<file path="src/rtl/fetch_pkg.sv">
// Shared fetch constants, FSM state encoding and a saturating counter helper.
// Pure declarations: no timing or flow-control behaviour of its own.
package fetch_pkg;

  localparam int PC_W_DEF   = 8;
  localparam int INST_W_DEF = 9;
  localparam int BUF_DEPTH  = 2;
  localparam int BUF_PTR_W  = $clog2(BUF_DEPTH);
  localparam int BUF_CNT_W  = $clog2(BUF_DEPTH + 1);
  localparam int PERF_CNT_W = 16;

  typedef enum logic [1:0] {
    RUN    = 2'd0,
    DRAIN  = 2'd1,
    HALTED = 2'd2
  } fetch_state_e;

  function automatic logic [PERF_CNT_W-1:0] sat_inc(input logic [PERF_CNT_W-1:0] val,
                                                   input logic                  en);
    if (en && (val != {PERF_CNT_W{1'b1}})) begin
      return val + PERF_CNT_W'(1);
    end
    return val;
  endfunction

endpackage

</file>
<file path="src/rtl/fetch_buf.sv">
// Two-entry in-order {pc, inst} FIFO; head is combinational, push lands next cycle.
// Flush overrides push and pop; a push into a full buffer without a pop is ignored.
module fetch_buf
  import fetch_pkg::*;
#(
  parameter int PC_W   = PC_W_DEF,
  parameter int INST_W = INST_W_DEF
) (
  input  logic                 clk,
  input  logic                 rst_n,
  input  logic                 flush_i,
  input  logic                 push_i,
  input  logic [PC_W-1:0]      push_pc_i,
  input  logic [INST_W-1:0]    push_inst_i,
  input  logic                 pop_i,
  output logic                 head_vld_o,
  output logic [PC_W-1:0]      head_pc_o,
  output logic [INST_W-1:0]    head_inst_o,
  output logic [BUF_CNT_W-1:0] count_o
);

  logic [PC_W-1:0]      pc_mem_q   [BUF_DEPTH];
  logic [PC_W-1:0]      pc_mem_d   [BUF_DEPTH];
  logic [INST_W-1:0]    inst_mem_q [BUF_DEPTH];
  logic [INST_W-1:0]    inst_mem_d [BUF_DEPTH];
  logic [BUF_PTR_W-1:0] wr_ptr_q, wr_ptr_d;
  logic [BUF_PTR_W-1:0] rd_ptr_q, rd_ptr_d;
  logic [BUF_CNT_W-1:0] count_q, count_d;
  logic                 pop_eff;
  logic                 push_eff;

  always_comb begin
    pop_eff    = pop_i && (count_q != '0);
    push_eff   = push_i && ((count_q != BUF_CNT_W'(BUF_DEPTH)) || pop_eff);
    pc_mem_d   = pc_mem_q;
    inst_mem_d = inst_mem_q;
    wr_ptr_d   = wr_ptr_q;
    rd_ptr_d   = rd_ptr_q;
    count_d    = count_q;
    if (flush_i) begin
      wr_ptr_d = '0;
      rd_ptr_d = '0;
      count_d  = '0;
    end else begin
      if (push_eff) begin
        pc_mem_d[wr_ptr_q]   = push_pc_i;
        inst_mem_d[wr_ptr_q] = push_inst_i;
        wr_ptr_d             = wr_ptr_q + BUF_PTR_W'(1);
      end
      if (pop_eff) begin
        rd_ptr_d = rd_ptr_q + BUF_PTR_W'(1);
      end
      count_d = count_q + BUF_CNT_W'(push_eff) - BUF_CNT_W'(pop_eff);
    end
  end

  always_ff @(posedge clk or negedge rst_n) begin
    if (!rst_n) begin
      for (int i = 0; i < BUF_DEPTH; i++) begin
        pc_mem_q[i]   <= '0;
        inst_mem_q[i] <= '0;
      end
      wr_ptr_q <= '0;
      rd_ptr_q <= '0;
      count_q  <= '0;
    end else begin
      pc_mem_q   <= pc_mem_d;
      inst_mem_q <= inst_mem_d;
      wr_ptr_q   <= wr_ptr_d;
      rd_ptr_q   <= rd_ptr_d;
      count_q    <= count_d;
    end
  end

  assign head_vld_o  = (count_q != '0);
  assign head_pc_o   = pc_mem_q[rd_ptr_q];
  assign head_inst_o = inst_mem_q[rd_ptr_q];
  assign count_o     = count_q;

endmodule

</file>
<file path="src/rtl/fetch_unit.sv">
// Sequential fetch into a 2-entry buffer; first instruction 2 cycles after issue, 1/cycle steady.
// Issue stalls when buffer + in-flight would exceed 2; FETCH_PERF_CNT_EN adds perf counters.
module fetch_unit
  import fetch_pkg::*;
#(
  parameter int              PC_W     = PC_W_DEF,
  parameter int              INST_W   = INST_W_DEF,
  parameter logic [PC_W-1:0] RESET_PC = '0
) (
  input  logic              clk,
  input  logic              rst_n,
  output logic [PC_W-1:0]   pc_o,
  input  logic [INST_W-1:0] inst_i,
  output logic [INST_W-1:0] inst_o,
  output logic [PC_W-1:0]   inst_pc_o,
  output logic              inst_valid_o,
  input  logic              inst_ready_i,
  input  logic              redirect_i,
  input  logic [PC_W-1:0]   redirect_target_i,
  input  logic              halt_i,
  output logic              halted_o
`ifdef FETCH_PERF_CNT_EN
  ,
  output logic [15:0]       fetch_cnt_o,
  output logic [15:0]       redirect_cnt_o
`endif
);

  fetch_state_e         state_q, state_d;
  logic [PC_W-1:0]      pc_q, pc_d;
  logic                 inflight_q, inflight_d;
  logic [PC_W-1:0]      inflight_pc_q, inflight_pc_d;
  logic                 halted_q, halted_d;
`ifdef FETCH_PERF_CNT_EN
  logic [PERF_CNT_W-1:0] fetch_cnt_q, fetch_cnt_d;
  logic [PERF_CNT_W-1:0] redirect_cnt_q, redirect_cnt_d;
`endif

  logic                 pop;
  logic                 push;
  logic                 issue;
  logic                 idle;
  logic [2:0]           occupancy;
  logic [BUF_CNT_W-1:0] buf_count;

  fetch_buf #(
    .PC_W   (PC_W),
    .INST_W (INST_W)
  ) u_buf (
    .clk         (clk),
    .rst_n       (rst_n),
    .flush_i     (redirect_i),
    .push_i      (push),
    .push_pc_i   (inflight_pc_q),
    .push_inst_i (inst_i),
    .pop_i       (pop),
    .head_vld_o  (inst_valid_o),
    .head_pc_o   (inst_pc_o),
    .head_inst_o (inst_o),
    .count_o     (buf_count)
  );

  always_comb begin
    pop       = inst_valid_o && inst_ready_i;
    // A response returning during a redirect belongs to the abandoned path.
    push      = inflight_q && !redirect_i;
    occupancy = 3'(buf_count) + 3'(inflight_q);
    idle      = (buf_count == '0) && !inflight_q;
    issue     = (state_q == RUN) && !halt_i && !redirect_i &&
                (occupancy < (3'd2 + 3'(pop)));

    state_d = state_q;
    case (state_q)
      RUN:     if (halt_i) state_d = DRAIN;
      DRAIN:   if (!halt_i) state_d = RUN;
               else if (idle) state_d = HALTED;
      HALTED:  if (!halt_i) state_d = RUN;
      default: state_d = RUN;
    endcase
    halted_d = (state_d == HALTED);

    pc_d          = pc_q;
    inflight_d    = issue;
    inflight_pc_d = inflight_pc_q;
    if (redirect_i) begin
      pc_d = redirect_target_i;
    end else if (issue) begin
      pc_d          = pc_q + PC_W'(1);
      inflight_pc_d = pc_q;
    end

`ifdef FETCH_PERF_CNT_EN
    fetch_cnt_d    = sat_inc(fetch_cnt_q, pop);
    redirect_cnt_d = sat_inc(redirect_cnt_q, redirect_i);
`endif
  end

  always_ff @(posedge clk or negedge rst_n) begin
    if (!rst_n) begin
      state_q        <= RUN;
      pc_q           <= RESET_PC;
      inflight_q     <= 1'b0;
      inflight_pc_q  <= '0;
      halted_q       <= 1'b0;
`ifdef FETCH_PERF_CNT_EN
      fetch_cnt_q    <= '0;
      redirect_cnt_q <= '0;
`endif
    end else begin
      state_q        <= state_d;
      pc_q           <= pc_d;
      inflight_q     <= inflight_d;
      inflight_pc_q  <= inflight_pc_d;
      halted_q       <= halted_d;
`ifdef FETCH_PERF_CNT_EN
      fetch_cnt_q    <= fetch_cnt_d;
      redirect_cnt_q <= redirect_cnt_d;
`endif
    end
  end

  assign pc_o     = pc_q;
  assign halted_o = halted_q;
`ifdef FETCH_PERF_CNT_EN
  assign fetch_cnt_o    = fetch_cnt_q;
  assign redirect_cnt_o = redirect_cnt_q;
`endif

endmodule
</file>
<file path="config.mk">
export PLATFORM = sky130hd
export DESIGN_NAME = fetch_unit
export DESIGN_NICKNAME = d
export VERILOG_FILES = /design/src/rtl/fetch_pkg.sv /design/src/rtl/fetch_buf.sv /design/src/rtl/fetch_unit.sv
export SDC_FILE = /design/constraint.sdc
export NUM_CORES = 1
export LEC_CHECK = 0
export ABC_AREA = 0
export CAP_MARGIN = 20
export CORE_MARGIN = 1
export CORE_UTILIZATION = 45
export DETAILED_ROUTE_END_ITERATION = 6
export GPL_ROUTABILITY_DRIVEN = 0
export GPL_TIMING_DRIVEN = 0
export PLACE_DENSITY = 0.67
export SKIP_LAST_GASP = 1
export SYNTH_ARGS = -nofsm -noshare
export SYNTH_HDL_FRONTEND = slang
export SYNTH_SLANG_ARGS = --single-unit
</file>
<file path="constraint.sdc">
create_clock -name clk -period 3.7 [get_ports clk]
set_input_delay 0.37 -clock clk [delete_from_list [all_inputs] [get_ports clk]]
set_output_delay 0.37 -clock clk [all_outputs]
set_load 0.01 [all_outputs]
</file>
==> metrics.cfg <==
[run_status]
outcome=complete, no violations

[timing]
worst_slew_margin_rel_pct=53.62
max_freq_mhz=342.8
final.setup.tns_ns=0
finalMaxSlewViolations=0
skew_ns=0.004649
finalHoldViolations=0
unrepaired_setup_endpoints_after_global_routing=false
setup_viol_count_final=0
finalCritPeriodShare_pct=78.84
layout_min_cycle_time_ns=2.917
max_slew.worst_pin.slew_ns=0.6957

[route]
first_iter_violations=42
remaining_drc_errors=0
detail_route.wirelength_mm=5.293
num_vias=1856
antenna_violating_nets_post_route=0
avgRoutedWirePerCell_um=15.21
first_pass_iters=4
avgViaCountPerCell=5.333

[die]
io_pins=49
die-height_um=79.53
rows=27
die_width_um=79.53
initial_utilization_pct=47.95
fp.dieArea_um2=6325
core-area_um2=5642

[clocking]
cts.path.max_buffers=2
cts_setup_buffers=0
path_clk_slew_ns=0.07
clkLatencyLatePin_ns=0.34
postCtsResizedCells=0
ctsHtreeMaxLevel=3
clkSinkCount=58
post_cts_hold_buffer_count=0
tritoncts.num_buffers=9
clock_tree_from_tritoncts=done
cts_root_buf=sky130_fd_sc_hd__clkbuf_8

[setup_path]
worstPathCellList=clkbuf_1, buf_1, mux2_2, clkdlybuf4s50_1
crit_slowest_cell=sky130_fd_sc_hd__buf_1
cp_num_buf_inv=3
slowest_delay_ns=0.58
cp.required_ns=3.33
crit-reg2reg-launch=u_buf.count_o[0]
cp_data_arrival_time_ns=2.55
start_kind=flop
critical-path-top-delay-family=buffers and inverters
critical_path.max_fanout=10
critical_path_endpoint_category=output port
r2r_slack_ns=1.63
worst-r2r-cell-count=6
worst-setup-path-type=reg -> out
crit-reg2reg-capture=pc_o[0]

[yosys]
cell_type_contributing_the_most_total_cell_area_after_synthesis=sky130_fd_sc_hd__dfrtp_1
ys.warnings.count=0
synth_seq_cells=58
synth_net_count=238
synth.avg_cell_area_um2=12.82
netlist-cell-type-count=39
synth_top_cells_by_area=sky130_fd_sc_hd__dfrtp_1 54%, sky130_fd_sc_hd__mux2_2 24%, sky130_fd_sc_hd__ha_1 2.3%
synthesis.instances=211
yosysSeqAreaShare_pct=53.65
post_synth_instance_area_um2=2705
synth_largest_type_area_fraction_pct=53.65

[pwr]
worst_ir_drop_vdd_mv=0.3839
finalPower_mw=2.692
powerDensity_nw_per_um2=772.8
leakagePower_nw=1.557

[finish]
final_cell_mix=58 x sky130_fd_sc_hd__dfrtp_1, 57 x sky130_fd_sc_hd__mux2_2, 47 x sky130_fd_sc_hd__clkdlybuf4s50_1
synthToLayoutAreaGrowth_pct=28.77
nets=298
final_common_cell=sky130_fd_sc_hd__dfrtp_1
drive_gt1_share_pct=31.16
antennaDiodeCount=0
fillCellCount=476

[global_route]
grt_max_degree=32
grt_pass1_wl_mm=9.225
global_route.usage.total_pct=19.38
grt_remaining_overflow=0
initial_antenna_violation_count=0
number_of_global_route_vias_before_repair=1925

[place]
numPortBuffers=48
hpwlAfterDp_mm=3.642

[flow_run]
drv.max_cap_violation_count=0

[min_path]
hold_class=in -> async

[worst max path at each step]
stage                           from          endpoint  cells past startpoint
floorplan           u_buf.count_o[0]           pc_o[5]                      6
CTS                   u_buf.rd_ptr_q      inst_pc_o[6]                      4
global route          u_buf.rd_ptr_q      inst_pc_o[5]                      4
detailed placement    u_buf.rd_ptr_q      inst_pc_o[5]                      4
global placement               rst_n  inflight_pc_q[1]                      1
finish                u_buf.rd_ptr_q      inst_pc_o[5]                      4
[metrics by stage]
| stage | utilization (%) | hold WS, ns | setup WS (ns) | instances | instance area (um^2) |
|---|---|---|---|---|---|
| finish | 61.74 | 0.07228 | 0.7827 | 348 | 3483 |
| global route | 61.74 | 0.1359 | 0.6544 | 348 | 3483 |
| CTS | 61.74 | 0.09609 | 0.7497 | 348 | 3483 |
| detailed placement | 58.33 | 0.4604 | 1.127 | 332 | 3291 |
| global placement | 58.06 | 0.4819 | 0.4263 | 331 | 3276 |
| floorplan | - | 0.07441 | 1.848 | 211 | 2705 |
[layout make-up]
cell class | instances | area [um^2] | area share (%)
Multi-Input combinational cell | 137 | 1181 | 33.91
Sequential cell | 58 | 1451 | 41.67
Inverter | 7 | 26.28 | 0.7543
Tap cell | 72 | 90.09 | 2.586
Timing Repair Buffer | 49 | 495.5 | 14.22
Clock inverter | 7 | 68.82 | 1.976
Buffer | 9 | 46.29 | 1.329
Clock buffer | 9 | 123.9 | 3.556
[worst register-to-register path, cell delays in order (launching register included)]
cell and delay (ns):
sky130_fd_sc_hd__dfrtp_1 0.41, sky130_fd_sc_hd__ha_1 0.19, sky130_fd_sc_hd__ha_1 0.20, sky130_fd_sc_hd__nor3_2 0.49
sky130_fd_sc_hd__nand2_1 0.13, sky130_fd_sc_hd__buf_2 0.23, sky130_fd_sc_hd__a221o_1 0.30
[report_power, final]
part,internal [mW],switching [mW],leakage [nW]
combinational,0.651,0.417,0.722
sequential,0.881,0.165,0.739
clock,0.309,0.269,0.0954
total,1.84,0.851,1.56
[registers in the layout, indices dropped and copies added, names as in the netlist]
name,cells
halted_o,1
u_buf.wr_ptr_q,1
u_buf.pc_mem_q,16
inflight_q,1
u_buf.rd_ptr_q,1
u_buf.count_o,2
u_buf.inst_mem_q,18
pc_o,8
state_q,2
inflight_pc_q,8
[cell families after synthesis]
kind of cell               after synthesis  share of synthesized area, %
muxes                                   58                         24.10
DFF                                     58                         53.65
and+or+nand+nor                         48                         10.27
AOI/OAI and AO/OA                       23                         6.013
buffers and inverters                   16                         2.682
adders and majority gates                5                         2.313
xor gates and xnor gates                 3                        0.9715
[cell usage after synthesis]
| cell | number |
|---|---|
| sky130_fd_sc_hd__a211o_1 | 1 |
| sky130_fd_sc_hd__a21oi_1 | 1 |
| sky130_fd_sc_hd__a221o_1 | 1 |
| sky130_fd_sc_hd__a41oi_1 | 1 |
| sky130_fd_sc_hd__and2_1 | 5 |
| sky130_fd_sc_hd__and2b_1 | 1 |
| sky130_fd_sc_hd__and3b_2 | 1 |
| sky130_fd_sc_hd__and4_1 | 1 |
| sky130_fd_sc_hd__buf_1 | 1 |
| sky130_fd_sc_hd__buf_2 | 3 |
| sky130_fd_sc_hd__buf_6 | 1 |
| sky130_fd_sc_hd__clkbuf_1 | 3 |
| sky130_fd_sc_hd__clkbuf_2 | 1 |
| sky130_fd_sc_hd__dfrtp_1 | 58 |
| sky130_fd_sc_hd__ha_1 | 5 |
| sky130_fd_sc_hd__inv_1 | 7 |
| sky130_fd_sc_hd__mux2_2 | 57 |
| sky130_fd_sc_hd__mux2i_1 | 1 |
| sky130_fd_sc_hd__nand2_1 | 10 |
| sky130_fd_sc_hd__nand2b_1 | 4 |
| sky130_fd_sc_hd__nand3_1 | 3 |
| sky130_fd_sc_hd__nand4_1 | 5 |
| sky130_fd_sc_hd__nor2_1 | 5 |
| sky130_fd_sc_hd__nor2b_1 | 4 |
| sky130_fd_sc_hd__nor3_1 | 2 |
| sky130_fd_sc_hd__nor3_2 | 1 |
| sky130_fd_sc_hd__o211ai_1 | 5 |
| sky130_fd_sc_hd__o21a_1 | 2 |
| sky130_fd_sc_hd__o21ai_0 | 7 |
| sky130_fd_sc_hd__o21ai_2 | 1 |
| sky130_fd_sc_hd__o21bai_1 | 1 |
| sky130_fd_sc_hd__o311ai_0 | 3 |
| sky130_fd_sc_hd__or2_2 | 1 |
| sky130_fd_sc_hd__or3_1 | 1 |
| sky130_fd_sc_hd__or3_4 | 1 |
| sky130_fd_sc_hd__or3b_2 | 1 |
| sky130_fd_sc_hd__or4_1 | 2 |
| sky130_fd_sc_hd__xnor2_1 | 1 |
| sky130_fd_sc_hd__xor2_1 | 2 |
[metal layers]
metal | GRT usage [%] | wire length, um | vias to the layer above
li1 | - | - | 879
met1 | 26.77 | 2645 | 909
met2 | 28.97 | 2289 | 58
met3 | 5.257 | 290 | 10
met4 | 7.273 | 68 | 0
met5 | 0 | 0 | -
Power figures use the tool's default switching activity.
